File: src/rtl/ncpu32k_wb_arbiter_pkg.sv
// Shared defaults and helpers for the writeback arbiter slice.
// Register/data widths mirror the system-wide regfile geometry.
package ncpu32k_wb_arbiter_pkg;

   localparam int NCPU_REG_AW  = 5;
   localparam int NCPU_DW      = 32;
   localparam int NCPU_WB_NREQ = 4;

   // Explicit wrap so non-power-of-2 requester counts rotate correctly.
   function automatic int rr_inc(input int idx, input int n);
      return (idx == n - 1) ? 0 : idx + 1;
   endfunction

endpackage

File: src/rtl/ncpu32k_rr_pick.sv
// Rotating priority encoder: first asserted request at or after ptr,
// reported as one-hot grant, binary index and a found flag.
module ncpu32k_rr_pick
   import ncpu32k_wb_arbiter_pkg::*;
#(
   parameter  int N  = 4,
   localparam int IW = (N > 1) ? $clog2(N) : 1
) (
   input  logic [N-1:0]  req,
   input  logic [IW-1:0] ptr,
   output logic [N-1:0]  grant,
   output logic [IW-1:0] idx,
   output logic          found
);

   always_comb begin
      int j;
      grant = '0;
      idx   = '0;
      found = 1'b0;
      j     = int'(ptr);
      for (int k = 0; k < N; k++) begin
         if (!found && req[j]) begin
            grant[j] = 1'b1;
            idx      = IW'(j);
            found    = 1'b1;
         end
         j = rr_inc(j, N);
      end
   end

endmodule

File: src/rtl/ncpu32k_wb_arbiter.sv
// Writeback arbiter: grants up to two non-r0 writes per cycle round-robin
// onto the two regfile write ports, registered with one cycle of latency.
module ncpu32k_wb_arbiter
   import ncpu32k_wb_arbiter_pkg::*;
#(
   parameter int NREQ = NCPU_WB_NREQ,
   parameter int AW   = NCPU_REG_AW,
   parameter int DW   = NCPU_DW
) (
   input  logic              clk,
   input  logic              rst_n,
   input  logic [NREQ-1:0]   req_valid,
   output logic [NREQ-1:0]   req_ready,
   input  logic [NREQ*AW-1:0] req_waddr,
   input  logic [NREQ*DW-1:0] req_wdat,
   output logic              arf_1_we,
   output logic [AW-1:0]     arf_1_waddr,
   output logic [DW-1:0]     arf_1_wdat,
   output logic              arf_2_we,
   output logic [AW-1:0]     arf_2_waddr,
   output logic [DW-1:0]     arf_2_wdat,
   output logic              wb_stall
);

   localparam int IW = $clog2(NREQ);

   logic [NREQ-1:0] r0_hit;
   logic [NREQ-1:0] nz_req;
   logic [NREQ-1:0] g2_req;
   logic [NREQ-1:0] g1_oh;
   logic [NREQ-1:0] g2_oh;
   logic [IW-1:0]   g1_idx;
   logic [IW-1:0]   g2_idx;
   logic            g1_found;
   logic            g2_found;
   logic [AW-1:0]   g1_waddr;
   logic [DW-1:0]   g1_wdat;
   logic [AW-1:0]   g2_waddr;
   logic [DW-1:0]   g2_wdat;
   logic [IW-1:0]   rr_ptr;
   logic [IW-1:0]   rr_ptr_nxt;

   // r0 writes are acknowledged but never reach a port.
   always_comb begin
      r0_hit = '0;
      nz_req = '0;
      for (int i = 0; i < NREQ; i++) begin
         r0_hit[i] = req_valid[i] & (req_waddr[i*AW +: AW] == '0);
         nz_req[i] = req_valid[i] & (req_waddr[i*AW +: AW] != '0);
      end
   end

   ncpu32k_rr_pick #(.N(NREQ)) u_pick_1 (
      .req   (nz_req),
      .ptr   (rr_ptr),
      .grant (g1_oh),
      .idx   (g1_idx),
      .found (g1_found)
   );

   always_comb begin
      g1_waddr = '0;
      g1_wdat  = '0;
      for (int i = 0; i < NREQ; i++) begin
         if (g1_oh[i]) begin
            g1_waddr = req_waddr[i*AW +: AW];
            g1_wdat  = req_wdat[i*DW +: DW];
         end
      end
   end

   // Second pick excludes G1 and anything targeting G1's register.
   always_comb begin
      g2_req = '0;
      for (int i = 0; i < NREQ; i++)
         g2_req[i] = nz_req[i] & ~g1_oh[i] & (req_waddr[i*AW +: AW] != g1_waddr);
   end

   ncpu32k_rr_pick #(.N(NREQ)) u_pick_2 (
      .req   (g2_req),
      .ptr   (rr_ptr),
      .grant (g2_oh),
      .idx   (g2_idx),
      .found (g2_found)
   );

   always_comb begin
      g2_waddr = '0;
      g2_wdat  = '0;
      for (int i = 0; i < NREQ; i++) begin
         if (g2_oh[i]) begin
            g2_waddr = req_waddr[i*AW +: AW];
            g2_wdat  = req_wdat[i*DW +: DW];
         end
      end
   end

   assign req_ready = rst_n ? (r0_hit | g1_oh | g2_oh) : '0;
   assign wb_stall  = rst_n & (|(req_valid & ~req_ready));

   always_comb begin
      rr_ptr_nxt = rr_ptr;
      if (g2_found)
         rr_ptr_nxt = IW'(rr_inc(int'(g2_idx), NREQ));
      else if (g1_found)
         rr_ptr_nxt = IW'(rr_inc(int'(g1_idx), NREQ));
   end

   // Grant -> regfile write port stage
   always_ff @(posedge clk or negedge rst_n) begin
      if (!rst_n) begin
         arf_1_we    <= 1'b0;
         arf_1_waddr <= '0;
         arf_1_wdat  <= '0;
         arf_2_we    <= 1'b0;
         arf_2_waddr <= '0;
         arf_2_wdat  <= '0;
         rr_ptr      <= '0;
      end else begin
         arf_1_we <= g1_found;
         arf_2_we <= g2_found;
         if (g1_found) begin
            arf_1_waddr <= g1_waddr;
            arf_1_wdat  <= g1_wdat;
         end
         if (g2_found) begin
            arf_2_waddr <= g2_waddr;
            arf_2_wdat  <= g2_wdat;
         end
         rr_ptr <= rr_ptr_nxt;
      end
   end

endmodule

File: config.mk
export PLATFORM = sky130hd
export DESIGN_NAME = ncpu32k_wb_arbiter
export DESIGN_NICKNAME = d
export VERILOG_FILES = /design/src/rtl/ncpu32k_wb_arbiter_pkg.sv /design/src/rtl/ncpu32k_rr_pick.sv /design/src/rtl/ncpu32k_wb_arbiter.sv
export SDC_FILE = /design/constraint.sdc
export NUM_CORES = 1
export LEC_CHECK = 0
export ABC_AREA = 1
export CORE_MARGIN = 2
export CORE_UTILIZATION = 46
export DETAILED_ROUTE_END_ITERATION = 8
export GPL_TIMING_DRIVEN = 0
export PLACE_DENSITY_LB_ADDON = 0.08
export SKIP_CTS_REPAIR_TIMING = 1
export SYNTH_ARGS = -nofsm -noshare
export SYNTH_HDL_FRONTEND = slang
export SYNTH_SLANG_ARGS = --single-unit
File: constraint.sdc
create_clock -name clk -period 6.52 [get_ports clk]
set_clock_uncertainty 0.15 [all_clocks]
set_input_delay 1.304 -clock clk [delete_from_list [all_inputs] [get_ports clk]]
set_output_delay 1.304 -clock clk [all_outputs]
set_load 0.01 [all_outputs]
Yosys cells after proc, flatten, opt, wreduce, memory -nomap -nowiden
Cells that the tools add are included.
{ "op_classes": {"n_lt_le_gt_ge": 8, "addsub": 5, "reduce_logical": 26, "n_eq_ne": 9, "n_bitwise": 31, "n_mux": 78} }
{ "ops": {"columns": ["operator", "n"], "rows": [
  ["32-bit two-way mux", 11],
  ["32-bit by 1-bit >= comparator with 1-bit output, second input constant", 3],
  ["32-bit by 4-bit less-than comparator with 1-bit output, second input constant", 3],
  ["32-bit by 2-bit adder with 32-bit output, second input constant", 2],
  ["32-bit by 3-bit equality test with 1-bit output, second input constant", 2],
  ["5-bit two-way mux", 8],
  ["4-bit two-way mux", 9],
  ["4-bit bitwise OR", 8],
  ["1-bit two-way mux", 26],
  ["2-bit two-way mux", 12],
  ["5-bit logical NOT", 4],
  ["5-bit inequality test", 4],
  ["5-bit nonzero test", 4],
  ["1-bit bitwise AND", 17],
  ["1-bit binary-select mux with 2-bit select", 8],
  ["1-bit logical AND", 10],
  ["1-bit demux with 2-bit select", 4],
  ["2-bit by 1-bit equality test with 1-bit output, second input constant", 3],
  ["1-bit logical NOT", 6],
  ["2-bit by 1-bit adder with 2-bit output, second input constant", 2],
  ["4-bit bitwise AND", 1],
  ["1-bit inverter", 4],
  ["4-bit inverter", 1],
  ["4-bit OR reduction", 1],
  ["4 further kinds", 4]
]} }
{ "word_totals": {"elab_cells": 164, "input_bits": 154, "regBits": 78} }

Depth between registers and ports, before layout
Gate-level depths: netlist of run 1.
{ "depth": {"depth_word": 38, "depth_mapped": 37} }

Modules after synthesis
From an unflattened synthesis of run 1, not the netlist that was laid out.
{ "hier_totals": {"cells_unflattened": 995, "hier_area_um2": 6607.6} }
{ "by_module_without_submodules": {"columns": ["mod", "cells_per_inst", "area_each_um2", "n_inst"], "rows": [
  ["ncpu32k_wb_arbiter", 817, 5441.5, 1],
  ["ncpu32k_rr_pick", 89, 583.1, 2]
]} }

Worst setup path after synthesis of run 1
OpenSTA, ideal clock, no wires.
{ "synth_timing": {"path_kind": "input port to output port", "from": "in req_waddr[13]", "to": "out wb_stall", "path_buffers": 1, "required_time_ps": 5066, "arrival_time_ps": 4038, "stages": 29, "slack_ps": 1028, "path_cell_list": "inv_1 -> nand3_1 -> nand3_1 -> nand3_1 -> nand2_1 -> nand2_2 -> nor2_4 -> nand3_1 -> nand3_2 -> buf_6 -> a21oi_1 -> nand2_1 -> nand2_2 -> nand2_2 -> xor2_1 -> nand3_1 -> nand3_1 -> nand3_2 -> nand2_4 -> inv_2 -> nand2_1 -> nand2_1 -> nor2_1 -> nand3_1 -> nand2_1 -> nand2_1 -> nand2_1 -> nor2_1 -> nor2_1"} }
{ "synth_via": {"elab_chain_len": 38} }
{ "synth_rtl": {"columns": ["element", "line_no", "text"], "rows": [
  ["start: declaration", "ncpu32k_wb_arbiter.sv:14", "input logic [NREQ*AW-1:0] req_waddr,"],
  ["5-bit nonzero test", "ncpu32k_wb_arbiter.sv:49", "nz_req[i] = req_valid[i] & (req_waddr[i*AW +: AW] != '0);"],
  ["1-bit bitwise AND", "ncpu32k_wb_arbiter.sv:49", null],
  ["1-bit binary-select mux with 2-bit select", "ncpu32k_rr_pick.sv:23", "if (!found && req[j]) begin"],
  ["1-bit two-way mux (not written as such)", "ncpu32k_rr_pick.sv:23", null],
  ["1-bit two-way mux", "ncpu32k_rr_pick.sv:23", null],
  ["1-bit logical NOT", "ncpu32k_rr_pick.sv:23", null],
  ["1-bit logical AND", "ncpu32k_rr_pick.sv:23", null],
  ["1-bit two-way mux", "ncpu32k_rr_pick.sv:23", null],
  ["[... 22 more ...]", null, null],
  ["1-bit logical AND", "ncpu32k_rr_pick.sv:23", null],
  ["4-bit two-way mux", "ncpu32k_rr_pick.sv:23", null],
  ["4-bit bitwise OR (*)", "ncpu32k_wb_arbiter.sv:98", "assign req_ready = rst_n ? (r0_hit | g1_oh | g2_oh) : '0;"],
  ["4-bit two-way mux (*)", "ncpu32k_wb_arbiter.sv:98", null],
  ["4-bit inverter (*)", "ncpu32k_wb_arbiter.sv:99", "assign wb_stall = rst_n & (|(req_valid & ~req_ready));"],
  ["4-bit bitwise AND (*)", "ncpu32k_wb_arbiter.sv:99", null],
  ["4-bit OR reduction (*)", "ncpu32k_wb_arbiter.sv:99", null],
  ["1-bit bitwise AND (*)", "ncpu32k_wb_arbiter.sv:99", null],
  ["end: declaration", "ncpu32k_wb_arbiter.sv:22", "output logic wb_stall"]
]} }
Every way passes the cells marked *; elsewhere a longest branch is shown, timed or not. The select of a mux whose other input is x is not followed.

Worst setup path after layout of run 1
{ "layout_timing": {"from": "in req_waddr[17]", "to": "out wb_stall"} }
The elaborated chain is that of the path after synthesis.

==> impl_metrics.toml, run 1 <==
[floorplan]
dieWidth_um = 124
rows = 43
die_y_um = 124
core_sq_mm = 0.0139
io_pins = 235
start_util_pct = 47.3
dieArea_sq_mm = 0.0153

[global_route]
grt_antenna_before_repair = 0
grt_first_pass_wirelength_mm = 39.4
grt_usage_pct = 33.3
grt_pass1_vias = 7473
grt_max_degree = 67
grt-ovfl-total = 0

[placement]
post-dp-hpwl_mm = 19.2
portBuffers = 234
dp.cells = 1434
dpl_cell_area_sq_mm = 0.00918
gp_congestion = 0.965

[layout]
fin_util_pct = 71.9
finalNonFillerCells = 1480
layout.nets = 1455
fillCellCount = 1171
syn_to_final_growth_pct = 52.1
layout-drive-gt1-share_pct = 17.8
final_area_sq_mm = 0.0100
num_antenna_cells = 0

[synthesis]
syn_area_sq_mm = 0.00659
syn_inst = 1019
synth_top_area_cell = "dfrtp_1"
synthTopCellsByArea = "dfrtp_1 30%, nand2_1 19%, nand3_1 14%"
synthArstFlopShare_pct = 100
synth_cell_types = 33
dominantRegCellSynth = "dfrtp_1"
synth-edff-count = 0
ys_ff_latch = 78
yosysWarnings = 0
avgSynthCellArea_sq_um = 6.47
synth_nets = 1179
yosysSeqAreaShare_pct = 29.6
synth_top_area_share_pct = 29.6

[timing]
slew_headroom_pct = 56.4
min_period_over_period_pct = 98.1
max_freq_mhz = 156
hold_viol = 0
setup_viol = 0
fin_crit_ns = 6.39
worst_slew_pin_slew_ns = 0.653
holdWs_ns = 0.347
drv_slew = 0

[critical_path]
end_kind = "output port"
crit_top_cell = "nand2_1"
worstPathMaxFanout = 6
start_kind = "primary input"
rrSetupSlack_ns = 1.45
arrival_ns = 4.94
critPathSlowestCell = "nor2_4"
slowest_delay_ns = 0.21
critPathKind = "primary input to output port"
worstPathRequired_ns = 5.07

[hold_path]
min-delay-path-class = "flop to flop"

[clock_network]
htree_levels = 3
ctsRootBufferMaster = "clkbuf_16"
cts_tree = "yes"
cts_sinks = 78
clkTransAtPathRegs_ns = 0.06
worstSkewPairLatency_ns = 0.35
numCtsBuffers = 9
clockBufferDepth = 2

[routing]
ant_nets = 0
dr.pass1.iters = 6
detail_route.wl_per_cell_um = 18.1
vias = 8454
remaining_drc_errors = 0
drt_iter0_drc = 1116
vias_per_cell = 5.71
wirelength_mm = 26.7

[run_status]
outcome = "complete, no violations"

[run]
maxCapViolations = 0
[flip-flops by register name, indices dropped and copies added, names as in the netlist]
signal,flops
arf_1_wdat,32
arf_2_wdat,32
arf_1_waddr,5
arf_2_waddr,5
rr_ptr,2
arf_1_we,1
arf_2_we,1
[area by class of cell]
cell class              count  area, sq um  area share [%]
repair buffers            264         2610            26.0
clock buffers               9          225            2.25
well taps                 180          225            2.25
flip-flops and latches     78         1950            19.5
plain buffers              60          353            3.52
clock inverters             7         48.8           0.487
inverters                  82          317            3.16
multi-input cells         800         4290            42.8
[Yosys cell counts, types with 2 or more instances]
| cell type | instances |
|---|---|
| nand2_1 | 332 |
| nand3_1 | 184 |
| a21oi_1 | 85 |
| dfrtp_1 | 78 |
| inv_1 | 71 |
| o21ai_0 | 39 |
| a21oi_2 | 36 |
| nor2_1 | 36 |
| a22o_1 | 32 |
| buf_2 | 22 |
| clkbuf_1 | 21 |
| buf_6 | 10 |
| inv_2 | 9 |
| nand2_2 | 9 |
| nand3_2 | 9 |
| ha_1 | 6 |
| nor2_4 | 6 |
| nor2_2 | 5 |
| buf_1 | 4 |
| nand3b_1 | 4 |
| buf_4 | 3 |
| clkinv_1 | 2 |
| o211ai_1 | 2 |
| o21ai_1 | 2 |
| o22ai_1 | 2 |
| xnor2_1 | 2 |
| xor2_1 | 2 |
[per-layer routing]
metal / track usage (%) / wire, um / up-vias
met3: 5.68 / 2790 / 67
met4: 11.7 / 839 / 0
met1: 45.0 / 10800 / 3903
met5: 0 / 0 / -
met2: 53.9 / 12300 / 529
li1: - / - / 3955
[kinds of logic (layout without fill, tap and decap cells)]
| family | Yosys count | in the layout | share of synthesized area (%) |
|---|---|---|---|
| AND/OR/NAND/NOR | 587 | 588 | 39.4 |
| AO/OA/AOI/OAI | 202 | 202 | 19.5 |
| buffers and inverters | 142 | 422 | 9.82 |
| flip-flops | 78 | 78 | 29.6 |
| adder cells (fa/ha/maj) | 6 | 6 | 1.14 |
| XOR/XNOR | 4 | 4 | 0.532 |
[placed cells by master (no fill, tap or decap), types with 6 or more instances in the layout]
master           count
buf_4               31
o21ai_0             39
buf_2               21
clkbuf_2             9
inv_2               13
clkdlybuf4s50_1    204
a21oi_1             85
buf_6                9
nor2_2              17
nor2_4               9
a21oi_2             36
dlymetal6s2s_1      20
nand3_2             24
a22o_1              32
dfrtp_1             77
nand2_1            313
nand2_4              7
clkbuf_1            21
inv_1               65
clkbuf_16           10
nand3_1            163
nor2_1              21
nand3_4              6
nand2_2             23
ha_1                 6
[per-stage QoR]
stage	worst slack, ns	TNS [ns]
after floorplan	1.03	0
after global placement	-0.926	-3.49
after detailed placement	-0.872	-3.15
after CTS	-0.909	-3.31
after global routing	-0.181	-0.271
final	0.126	0
[final timing paths]
kind / start / endpoint / cells after the start
min in group asynchronous: rst_n / arf_2_wdat[5]$_DFFE_PN0N_ / 1
max in group asynchronous: rst_n / rr_ptr[1]$_DFFE_PN0P_ / 2
setup / recovery: req_waddr[17] / wb_stall / 33
hold reg to reg: arf_2_wdat[15]$_DFFE_PN0N_ / arf_2_wdat[15]$_DFFE_PN0N_ / 2
setup reg to reg: rr_ptr[0]$_DFFE_PN0P_ / arf_2_wdat[6]$_DFFE_PN0N_ / 33
hold / removal: arf_2_wdat[15]$_DFFE_PN0N_ / arf_2_wdat[15]$_DFFE_PN0N_ / 2
[worst max-delay path: cells and delay by family]
kind,cells,cell delay (ns)
AOI/OAI and AO/OA,2,0.20
buffers and inverters,5,0.62
and+or+nand+nor,26,2.81
Power of run 1 is not shown: default switching activity piles up to over one toggle a cycle in this logic, so the estimate is an artifact.
==> inputs of run 2 (changes only) <==
Settings changed: CTS_CLUSTER_SIZE from default to 40.
==> results of run 2 <==
No change in the layout: final DEF, timing and power equal those of run 1.
Power of run 2 is left out for the same reason.
